### config.mk
export PLATFORM = sky130hd
export DESIGN_NAME = latency_meter_flat
export DESIGN_NICKNAME = d
export VERILOG_FILES = /design/src/rtl/latency_meter_pkg.sv /design/src/rtl/latency_meter_if.sv /design/src/rtl/latency_stats.sv /design/src/rtl/latency_meter.sv /design/src/flat_wrapper.sv
export SDC_FILE = /design/constraint.sdc
export NUM_CORES = 1
export LEC_CHECK = 0
export BUFFER_PORTS_ARGS = -buffer_cell sky130_fd_sc_hd__buf_2
export CAP_MARGIN = 20
export CORE_MARGIN = 2
export CORE_UTILIZATION = 30
export CTS_BUF_LIST = sky130_fd_sc_hd__clkbuf_8
export CTS_CLUSTER_SIZE = 8
export DETAILED_ROUTE_END_ITERATION = 16
export PLACE_DENSITY = 0.46
export SYNTH_ARGS = -nofsm -noshare
export SYNTH_HDL_FRONTEND = slang
export SYNTH_HIERARCHICAL = 1
export SYNTH_SLANG_ARGS = --single-unit
### constraint.sdc
create_clock -name i_tx_clk -period 2.9 [get_ports i_tx_clk]
set_input_delay 0.29 -clock i_tx_clk [delete_from_list [all_inputs] [get_ports i_tx_clk]]
set_output_delay 0.29 -clock i_tx_clk [all_outputs]
set_load 0.02 [all_outputs]
### src/rtl/latency_meter_pkg.sv
// Shared types and helpers for the loopback latency meter.
// Holds the FSM state encoding, statistics reset constants and a saturating increment.
package latency_meter_pkg;

    typedef enum logic {
        ST_IDLE    = 1'b0,
        ST_MEASURE = 1'b1
    } state_e;

    // Widest counter the saturating helper supports.
    localparam int SAT_MAX_W = 32;

    localparam logic [SAT_MAX_W-1:0] STAT_ZERO = '0;
    localparam logic [SAT_MAX_W-1:0] STAT_ONES = '1;

    // Increment v unless it already holds the all-ones value of a w-bit counter.
    function automatic logic [SAT_MAX_W-1:0] sat_inc(input logic [SAT_MAX_W-1:0] v,
                                                     input int unsigned w);
        logic [63:0] ones;
        ones = (64'd1 << w) - 64'd1;
        return ({32'd0, v} >= ones) ? v : v + 1'b1;
    endfunction

endpackage

### src/rtl/latency_meter_if.sv
// Strobe inputs and measurement/statistics outputs of the latency meter.
// master drives the strobes, slave is the meter itself.
interface latency_meter_if #(
    parameter int CNT_W = 16,
    parameter int SUM_W = 32,
    parameter int SMP_W = 16
) ();
    logic             i_start;
    logic             i_stop;
    logic             i_clear;
    logic             o_busy;
    logic             o_valid;
    logic [CNT_W-1:0] o_latency;
    logic             o_timeout;
    logic [CNT_W-1:0] o_min;
    logic [CNT_W-1:0] o_max;
    logic [SUM_W-1:0] o_sum;
    logic [SMP_W-1:0] o_samples;
    logic [SMP_W-1:0] o_timeouts;
    logic [SMP_W-1:0] o_restarts;

    modport master (
        output i_start, i_stop, i_clear,
        input  o_busy, o_valid, o_latency, o_timeout, o_min, o_max, o_sum,
               o_samples, o_timeouts, o_restarts
    );

    modport slave (
        input  i_start, i_stop, i_clear,
        output o_busy, o_valid, o_latency, o_timeout, o_min, o_max, o_sum,
               o_samples, o_timeouts, o_restarts
    );
endinterface

### src/rtl/latency_stats.sv
// Min/max/sum/sample accumulators for completed latency measurements.
// Latency: results visible the cycle after i_update or i_clear.
// Backpressure: none; every update strobe is absorbed, clear overrides update.
module latency_stats
    import latency_meter_pkg::*;
#(
    parameter int CNT_W = 16,
    parameter int SUM_W = 32,
    parameter int SMP_W = 16
) (
    input  logic             clk,
    input  logic             rst_n,
    input  logic             i_update,
    input  logic             i_clear,
    input  logic [CNT_W-1:0] i_latency,
    output logic [CNT_W-1:0] o_min,
    output logic [CNT_W-1:0] o_max,
    output logic [SUM_W-1:0] o_sum,
    output logic [SMP_W-1:0] o_samples
);
    localparam int ADD_W = ((SUM_W > CNT_W) ? SUM_W : CNT_W) + 1;
    localparam logic [CNT_W-1:0] MIN_INIT  = STAT_ONES[CNT_W-1:0];
    localparam logic [CNT_W-1:0] MAX_INIT  = STAT_ZERO[CNT_W-1:0];
    localparam logic [SUM_W-1:0] SUM_INIT  = STAT_ZERO[SUM_W-1:0];
    localparam logic [SUM_W-1:0] SUM_ONES  = STAT_ONES[SUM_W-1:0];
    localparam logic [SMP_W-1:0] SMP_INIT  = STAT_ZERO[SMP_W-1:0];
    localparam logic [SMP_W-1:0] SMP_ONES  = STAT_ONES[SMP_W-1:0];

    logic [CNT_W-1:0] min_q, min_d, max_q, max_d;
    logic [SUM_W-1:0] sum_q, sum_d;
    logic [SMP_W-1:0] samples_q, samples_d;
    logic [ADD_W-1:0] sum_ext;

    always_comb begin
        min_d     = min_q;
        max_d     = max_q;
        sum_d     = sum_q;
        samples_d = samples_q;
        sum_ext   = ADD_W'(sum_q) + ADD_W'(i_latency);
        if (i_clear) begin
            min_d     = MIN_INIT;
            max_d     = MAX_INIT;
            sum_d     = SUM_INIT;
            samples_d = SMP_INIT;
        end else if (i_update && (samples_q != SMP_ONES)) begin
            // A saturated sample count freezes min/max/sum so sum/samples stays meaningful.
            min_d     = (i_latency < min_q) ? i_latency : min_q;
            max_d     = (i_latency > max_q) ? i_latency : max_q;
            sum_d     = (sum_ext > ADD_W'(SUM_ONES)) ? SUM_ONES : sum_ext[SUM_W-1:0];
            samples_d = SMP_W'(sat_inc(SAT_MAX_W'(samples_q), SMP_W));
        end
    end

    always_ff @(posedge clk or negedge rst_n) begin
        if (!rst_n) begin
            min_q     <= MIN_INIT;
            max_q     <= MAX_INIT;
            sum_q     <= SUM_INIT;
            samples_q <= SMP_INIT;
        end else begin
            min_q     <= min_d;
            max_q     <= max_d;
            sum_q     <= sum_d;
            samples_q <= samples_d;
        end
    end

    assign o_min     = min_q;
    assign o_max     = max_q;
    assign o_sum     = sum_q;
    assign o_samples = samples_q;
endmodule

### src/rtl/latency_meter.sv
// Loopback latency meter: counts cycles from start strobe to stop strobe, keeps statistics.
// Latency: o_valid/o_timeout and statistics appear 1 cycle after the stop/timeout cycle.
// Backpressure: none; strobes are single-cycle and always accepted.
module latency_meter
    import latency_meter_pkg::*;
#(
    parameter int CNT_W   = 16,
    parameter int TIMEOUT = 1000,
    parameter int SUM_W   = 32,
    parameter int SMP_W   = 16
) (
    input  logic           i_tx_clk,
    input  logic           i_rst_n,
    latency_meter_if.slave bus
);
    state_e           state_q, state_d;
    logic [CNT_W-1:0] cnt_q, cnt_d;
    logic [CNT_W-1:0] latency_q, latency_d;
    logic             valid_q, valid_d;
    logic             timeout_q, timeout_d;
    logic [SMP_W-1:0] timeouts_q, timeouts_d;
    logic [SMP_W-1:0] restarts_q, restarts_d;
    logic             sample, restart, expire;

    always_comb begin
        state_d   = state_q;
        cnt_d     = cnt_q;
        latency_d = latency_q;
        sample    = 1'b0;
        restart   = 1'b0;
        expire    = 1'b0;
        case (state_q)
            ST_IDLE: begin
                if (bus.i_start) begin
                    state_d = ST_MEASURE;
                    cnt_d   = CNT_W'(1);
                end
            end
            ST_MEASURE: begin
                // Stop wins over start; a simultaneous start opens the next measurement.
                if (bus.i_stop) begin
                    sample    = 1'b1;
                    latency_d = cnt_q;
                    if (bus.i_start) begin
                        cnt_d = CNT_W'(1);
                    end else begin
                        state_d = ST_IDLE;
                        cnt_d   = '0;
                    end
                end else if (bus.i_start) begin
                    restart = 1'b1;
                    cnt_d   = CNT_W'(1);
                end else if (cnt_q == CNT_W'(TIMEOUT)) begin
                    expire  = 1'b1;
                    state_d = ST_IDLE;
                    cnt_d   = '0;
                end else begin
                    cnt_d = cnt_q + 1'b1;
                end
            end
            default: begin
                state_d = ST_IDLE;
                cnt_d   = '0;
            end
        endcase
        valid_d    = sample;
        timeout_d  = expire;
        timeouts_d = timeouts_q;
        restarts_d = restarts_q;
        if (bus.i_clear) begin
            timeouts_d = '0;
            restarts_d = '0;
        end else begin
            if (expire)  timeouts_d = SMP_W'(sat_inc(SAT_MAX_W'(timeouts_q), SMP_W));
            if (restart) restarts_d = SMP_W'(sat_inc(SAT_MAX_W'(restarts_q), SMP_W));
        end
    end

    always_ff @(posedge i_tx_clk or negedge i_rst_n) begin
        if (!i_rst_n) begin
            state_q    <= ST_IDLE;
            cnt_q      <= '0;
            latency_q  <= '0;
            valid_q    <= 1'b0;
            timeout_q  <= 1'b0;
            timeouts_q <= '0;
            restarts_q <= '0;
        end else begin
            state_q    <= state_d;
            cnt_q      <= cnt_d;
            latency_q  <= latency_d;
            valid_q    <= valid_d;
            timeout_q  <= timeout_d;
            timeouts_q <= timeouts_d;
            restarts_q <= restarts_d;
        end
    end

    latency_stats #(
        .CNT_W (CNT_W),
        .SUM_W (SUM_W),
        .SMP_W (SMP_W)
    ) u_stats (
        .clk       (i_tx_clk),
        .rst_n     (i_rst_n),
        .i_update  (sample),
        .i_clear   (bus.i_clear),
        .i_latency (cnt_q),
        .o_min     (bus.o_min),
        .o_max     (bus.o_max),
        .o_sum     (bus.o_sum),
        .o_samples (bus.o_samples)
    );

    assign bus.o_busy     = (state_q == ST_MEASURE);
    assign bus.o_valid    = valid_q;
    assign bus.o_latency  = latency_q;
    assign bus.o_timeout  = timeout_q;
    assign bus.o_timeouts = timeouts_q;
    assign bus.o_restarts = restarts_q;
endmodule

### src/flat_wrapper.sv
// flat-port wrapper written by rule: the top's interface ports become plain ports
module latency_meter_flat import latency_meter_pkg::*;
#(
    parameter int CNT_W   = 16,
    parameter int TIMEOUT = 1000,
    parameter int SUM_W   = 32,
    parameter int SMP_W   = 16
)
  (i_tx_clk, i_rst_n, bus_i_start, bus_i_stop, bus_i_clear, bus_o_busy, bus_o_valid, bus_o_latency, bus_o_timeout, bus_o_min, bus_o_max, bus_o_sum, bus_o_samples, bus_o_timeouts, bus_o_restarts);
  latency_meter_if #(.CNT_W(CNT_W), .SUM_W(SUM_W), .SMP_W(SMP_W)) bus_i ();
  input  logic i_tx_clk;
  input  logic i_rst_n;
  input wire logic [$bits(bus_i.i_start)-1:0] bus_i_start;
  input wire logic [$bits(bus_i.i_stop)-1:0] bus_i_stop;
  input wire logic [$bits(bus_i.i_clear)-1:0] bus_i_clear;
  output wire logic [$bits(bus_i.o_busy)-1:0] bus_o_busy;
  output wire logic [$bits(bus_i.o_valid)-1:0] bus_o_valid;
  output wire logic [$bits(bus_i.o_latency)-1:0] bus_o_latency;
  output wire logic [$bits(bus_i.o_timeout)-1:0] bus_o_timeout;
  output wire logic [$bits(bus_i.o_min)-1:0] bus_o_min;
  output wire logic [$bits(bus_i.o_max)-1:0] bus_o_max;
  output wire logic [$bits(bus_i.o_sum)-1:0] bus_o_sum;
  output wire logic [$bits(bus_i.o_samples)-1:0] bus_o_samples;
  output wire logic [$bits(bus_i.o_timeouts)-1:0] bus_o_timeouts;
  output wire logic [$bits(bus_i.o_restarts)-1:0] bus_o_restarts;
  assign bus_i.i_start = bus_i_start;
  assign bus_i.i_stop = bus_i_stop;
  assign bus_i.i_clear = bus_i_clear;
  assign bus_o_busy = bus_i.o_busy;
  assign bus_o_valid = bus_i.o_valid;
  assign bus_o_latency = bus_i.o_latency;
  assign bus_o_timeout = bus_i.o_timeout;
  assign bus_o_min = bus_i.o_min;
  assign bus_o_max = bus_i.o_max;
  assign bus_o_sum = bus_i.o_sum;
  assign bus_o_samples = bus_i.o_samples;
  assign bus_o_timeouts = bus_i.o_timeouts;
  assign bus_o_restarts = bus_i.o_restarts;
  latency_meter #(.CNT_W(CNT_W), .TIMEOUT(TIMEOUT), .SUM_W(SUM_W), .SMP_W(SMP_W)) u_core (.i_tx_clk(i_tx_clk), .i_rst_n(i_rst_n), .bus(bus_i));
endmodule
-- Word level (Yosys, flattened, before mapping)
Index checks and enable logic that the tools add are counted.
- bits in registers: 147
- latch bits: 0
- bits in writable memories: 0
- memory bits (read-only): 0
- input bits: 5
- output and inout bits: 131
- logic and storage cells: 78
- memories: 0
- add/sub/neg operators: 5
- $mul: 0
- div/mod/pow operators: 0
- magnitude comparators: 6
- equality and inequality tests: 6
- shift operators: 0
- multiplexer cells: 37
- bitwise logic cells: 1
- reductions and logical operators: 12
- operators with widths (operator ; count):
    $mux W16 ; 19
    $mux W32 ; 3
    $add A16 B1 Y16 const B ; 4
    $ge A16 B16 Y1 const B ; 3
    $add A32 B16 Y33 ; 1
    $gt A33 B32 Y1 const B ; 1
    $pmux W16 S2 ; 1
    $eq A16 B10 Y1 const B ; 1
    $gt A16 B16 Y1 ; 1
    $lt A16 B16 Y1 ; 1
    $ne A16 B16 Y1 const B ; 1
    $mux W1 ; 13
    $reduce_and A2 Y1 ; 6
    $reduce_bool A2 Y1 ; 5
    $ne A2 B2 Y1 const B ; 4
    $pmux W1 S2 ; 1
    $logic_and A1 B1 Y1 ; 1
    $not A1 Y1 ; 1

-- Depth between registers and ports, before layout
- word-level depth: 7
- mapped depth: 12
- gate-level depth less buffers: 10

-- Modules after synthesis
The synthesis kept the hierarchy.
- by module, submodules not included (module ; times used ; cells an instance ; area an instance (µm²) ; seq. area each (µm²)):
    latency_stats ; 1 ; 583 ; 5270.1 ; 2021.9
    latency_meter ; 1 ; 349 ; 3429.5 ; 1676.6

-- Least setup slack after synthesis
Ideal clock, no wire load.
- path type: flip-flop to flip-flop
- start point: reg u_core.u_stats.sum_q[0], in the netlist u_core/u_stats/o_sum[0]
- end point: reg u_core.u_stats.sum_q[19], in the netlist u_core/u_stats/o_sum[19]
- setup time: 122 ps
- data arrival time: 2651 ps
- data required time: 2778 ps
- path slack: 128 ps
- stages on the path, launching flop included: 12
- path buffers: 1
- clock period less this slack: 2772 ps
- cell sequence: dfrtp_1 ha_1 inv_1 fa_1 nor2b_4 o31a_1 o32ai_4 o21ai_2 and4b_1 clkbuf_2 or4_1 o2111a_1
- longest elaborated chain between the ends: 5
- ends and longest elaborated chain (item ; line ; RTL):
    start: declaration ; latency_stats.sv:30 ; logic [SUM_W-1:0] sum_q, sum_d;
    start signal: assignment ; latency_stats.sv:63 ; sum_q <= sum_d;
    $add A32 B16 Y33 (*) ; latency_stats.sv:39 ; sum_ext = ADD_W'(sum_q) + ADD_W'(i_latency);
    $gt A33 B32 Y1 ; latency_stats.sv:49 ; sum_d = (sum_ext > ADD_W'(SUM_ONES)) ? SUM_ONES : sum_ext[SUM_W-1:0];
    $mux W32 (*) ; latency_stats.sv:49 ;
    $mux W32 (*) ; latency_stats.sv:45 ; end else if (i_update && (samples_q != SMP_ONES)) begin
    $mux W32 (*) ; latency_stats.sv:40 ; if (i_clear) begin
Mark *: on every way between the ends. The rest lies on a longest branch, timed or not. The select of a mux whose other input is x is not followed.
A chain may end at the register's enable or synchronous reset.

-- Worst setup path after layout
- start point: reg u_core.cnt_q[0]
- end point: reg u_core.u_stats.sum_q[19], in the netlist u_core/u_stats/o_sum[19]
- longest elaborated chain between the ends: 5
- ends and longest elaborated chain (item ; line ; RTL):
    start: declaration ; latency_meter.sv:17 ; logic [CNT_W-1:0] cnt_q, cnt_d;
    start signal: assignment ; latency_meter.sv:90 ; cnt_q <= cnt_d;
    $add A32 B16 Y33 (*) ; latency_stats.sv:39 ;
    $gt A33 B32 Y1 ; latency_stats.sv:49 ;
    $mux W32 (*) ; latency_stats.sv:49 ;
    $mux W32 (*) ; latency_stats.sv:45 ;
    $mux W32 (*) ; latency_stats.sv:40 ;
Marks and branches as above.

==> metrics.csv <==
stage;metric;value;unit
logic_synthesis;synth_area_leader_cell;dfrtp_1;
floorplanning;start_util;30.39;%
timing;fmax;0.3669;GHz
timing;relSlewSlack;49.25;%
logic_synthesis;yosysSeqAreaShare;42.51;%
final_layout;num_antenna_cells;0;
detailed_routing;via_per_inst;5.041;
logic_synthesis;yosys_warnings;6;
floorplanning;io_pins;136;
power_and_ir_drop;power_frac_clock;36.6;%
worst_setup_path;worstSetupPathType;reg2reg;
worst_setup_path;critPathLaunchType;flop;
place;io_buffers;135;
detailed_routing;wl_per_cell;17.48;um
power_and_ir_drop;cell_internal_pwr;3.151;mW
logic_synthesis;ys.flop_type;dfrtp_1;
worst_hold_path;worstHoldPathType;in2reg;
clock_tree;clk_pin_slew;0.09;ns
detailed_routing;drc;0;
detailed_routing;ant_nets;0;
floorplanning;die_x;174.3;um
global_routing;grt_pass1_wl;42080;um
logic_synthesis;synth_cells;932;
logic_synthesis;syn_area_per_cell;9.334;sq um
timing;tns;0;ns
place;hpwlAfterDp;18600;um
global_routing;grt_start_max_net_pins;61;
logic_synthesis;synth_seq_cells;147;
clock_tree;ctsResizeCount;0;
detailed_routing;wirelength;26020;um
clock_tree;tritoncts;built;
worst_setup_path;cpMaxStageDelayCell;or4_1;
power_and_ir_drop;combPwrFrac;15.4;%
worst_setup_path;worstPathRequired;3.24;ns
timing;setup_viol;0;
global_routing;overflow;0;
final_layout;fin_util;36.51;%
logic_synthesis;synth_common_cells;131 x dfrtp_1, 103 x nor2_1, 85 x nand2_1;
place;gp_congestion;0.8165;
clock_tree;postCtsSetupRepairBufs;0;
clock_tree;root_buffer;clkbuf_8;
logic_synthesis;synth.most_common_cell;dfrtp_1;
power_and_ir_drop;ir_drop;0.0002047;V
detailed_routing;via_count;7501;
detailed_routing;dr.first_iter.drc_count;389;
final_layout;filler_cell_count;2955;
timing;fin_worst_skew;0.01840;ns
power_and_ir_drop;p_sw;1.408;mW
clock_tree;htree_levels;4;
power_and_ir_drop;powerDensity;436.1;nW/um^2
timing;hold_viol_final;0;
clock_tree;numCtsBuffers;17;
logic_synthesis;syn-num-nets;990;
worst_setup_path;slowest_delay;0.50;ns
outcome;outcome;finished clean;
power_and_ir_drop;power_leakage;5.027;nW
logic_synthesis;async_reset_ff_share;100.0;%
job;maxCapViolCount;0;
timing;rsz0062_at_grt;false;
detailed_routing;first_pass_iters;5;
final_layout;layout.nets;1150;
timing;worst_pin_slew;0.7507;ns
worst_setup_path;worstPathArrival;3.06;ns
floorplanning;core;28630;sq um
global_routing;grt_pass1_vias;7363;
logic_synthesis;netlist_area;8700;sq um
final_layout;layout-drive-gt1-share;23.46;%
worst_setup_path;crit_chain;ha_1, inv_1, fa_1, nor2b_4, o31a_1, o32ai_4, o21ai_2, and4b_1, or4_1, o2111a_1;
logic_synthesis;synth.area.top_cells;dfrtp_1 38%, ha_1 7.5%, dfstp_2 4.8%;
clock_tree;insertion_delay;0.46;ns
floorplanning;dieArea;30380;sq um
clock_tree;cts_max_path_buffers;2;
global_routing;antenna_found_initial;0;
clock_tree;clock-sinks;147;
logic_synthesis;synthDistinctLibCells;66;
logic_synthesis;synth_edf_count;0;
floorplanning;fp.dieH;174.3;um
power_and_ir_drop;switching_share;30.88;%
timing;min_period;2.726;ns
power_and_ir_drop;seq_power_share;48.0;%
logic_synthesis;yosysTopAreaCellShare;37.68;%
timing;period_share;94.00;%
timing;holdWs;0.1811;ns
worst_setup_path;crit_path_end_kind;flop;
worst_setup_path;critPathMaxFanout;3;
timing;finalMaxSlewViolations;0;
floorplanning;placementRows;62;
final_layout;syn2layout_area_growth;20.14;%
global_routing;grt_use_total;17.66;%
[cell usage in the layout, fill, tap and decap left out, types with 22 or more instances in the layout]
cell type / count
nand2_1: 85
a21oi_1: 52
nand4_1: 25
inv_1: 44
mux2i_1: 38
buf_4: 46
nor3_1: 25
ha_1: 52
xnor2_1: 22
nor2_1: 103
nand3_1: 27
o21ai_0: 47
dfrtp_1: 131
buf_2: 133
[cells by family (layout without fill, tap and decap cells)]
logic type               after synthesis  count (layout)  synth area share, %
AO/OA/AOI/OAI                        185             185                13.69
multiplexers                          54              54                6.443
adder cells (fa/ha/maj)               53              53                7.709
XOR/XNOR                              40              40                4.027
flip-flops                           147             147                42.51
AND/OR/NAND/NOR                      368             368                21.80
buffers and inverters                 85             257                3.811
[state kept, by name, summed over array words and instances, names as in the netlist]
name,cells
u_core/bus.o_timeout,1
u_core/bus.o_valid,1
u_core/bus.o_timeouts,16
u_core/u_stats/o_sum,32
u_core/bus.o_latency,16
u_core/bus.o_restarts,16
u_core/u_stats/o_samples,16
u_core/bus.o_busy,1
u_core/cnt_q,16
u_core/u_stats/o_min,16
u_core/u_stats/o_max,16
[power groups by stage]
stage	Sequential (mW)	Combinational, mW	Clock [mW]
after floorplan	2.30	0.358	0
after global placement	2.23	0.712	0
after detailed placement	2.23	0.714	0
after CTS	2.19	0.717	1.74
after global routing	2.20	0.782	1.83
final	2.19	0.702	1.67
[metrics by stage]
| stage | instance area (sq um) | setup WS (ns) | cells | power [mW] |
|---|---|---|---|---|
| floorplan | 8700 | 0.1275 | 932 | 2.656 |
| global placement | 10060 | 0.2327 | 1456 | 2.938 |
| global route | 10450 | 0.02363 | 1488 | 4.812 |
| CTS | 10450 | 0.1495 | 1488 | 4.646 |
| finish | 10450 | 0.1741 | 1488 | 4.558 |
| detailed placement | 10060 | 0.1825 | 1456 | 2.940 |
[cell type report]
cell class                      count  area, sq um  share of cell area (%)
Clock inverter                     14        151.4                   1.449
Inverter                           44        165.2                   1.580
Sequential cell                   147         3699                   35.39
Timing Repair Buffer              182         1052                   10.07
Tap cell                          384        480.5                   4.597
Clock buffer                       17        234.0                   2.239
Multi-Input combinational cell    700         4669                   44.68
[routing by layer]
metal | routed length, um | global-route usage (%) | up-vias | part of all wire (%)
met5 | 0 | 0 | - | 0
met4 | 245 | 4.062 | 0 | 0.94
met3 | 1213 | 3.871 | 12 | 4.7
met2 | 11700 | 27.36 | 146 | 45
met1 | 12850 | 25.10 | 3651 | 49
li1 | - | - | 3692 | -
[path summary, 6_finish.rpt]
path,startpoint,endpoint,slack [ns],depth (start not counted)
max,u_core/cnt_q[0]$_DFFE_PN0P_,u_core/u_stats/o_sum[19]$_DFFE_PN0P_,0.17,10
min,bus_i_start,u_core/bus.o_busy$_DFF_PN0_,0.18,2
max reg2reg,u_core/cnt_q[0]$_DFFE_PN0P_,u_core/u_stats/o_sum[19]$_DFFE_PN0P_,0.17,10
min reg2reg,u_core/bus.o_latency[1]$_DFFE_PN0P_,u_core/bus.o_latency[1]$_DFFE_PN0P_,0.48,2
max in group asynchronous,i_rst_n,u_core/u_stats/o_min[14]$_DFFE_PN1P_,1.72,3
min in group asynchronous,i_rst_n,u_core/u_stats/o_samples[14]$_DFFE_PN0P_,0.37,2
[timing repair]
item                                    4_1_cts  5_1_grt
hold buffers                                  1        0
endpoints found under the setup margin        0        0
hold endpoints to repair                     50        0
[critical path, delay by kind of cell, from the launching register on]
family / cells / cell delay (ns)
compound gates: 4 / 0.87
simple gates: 3 / 0.77
fa+ha+maj: 2 / 0.48
flops: 1 / 0.40
buf+inv: 1 / 0.07
(Power assumes the default switching activity.)
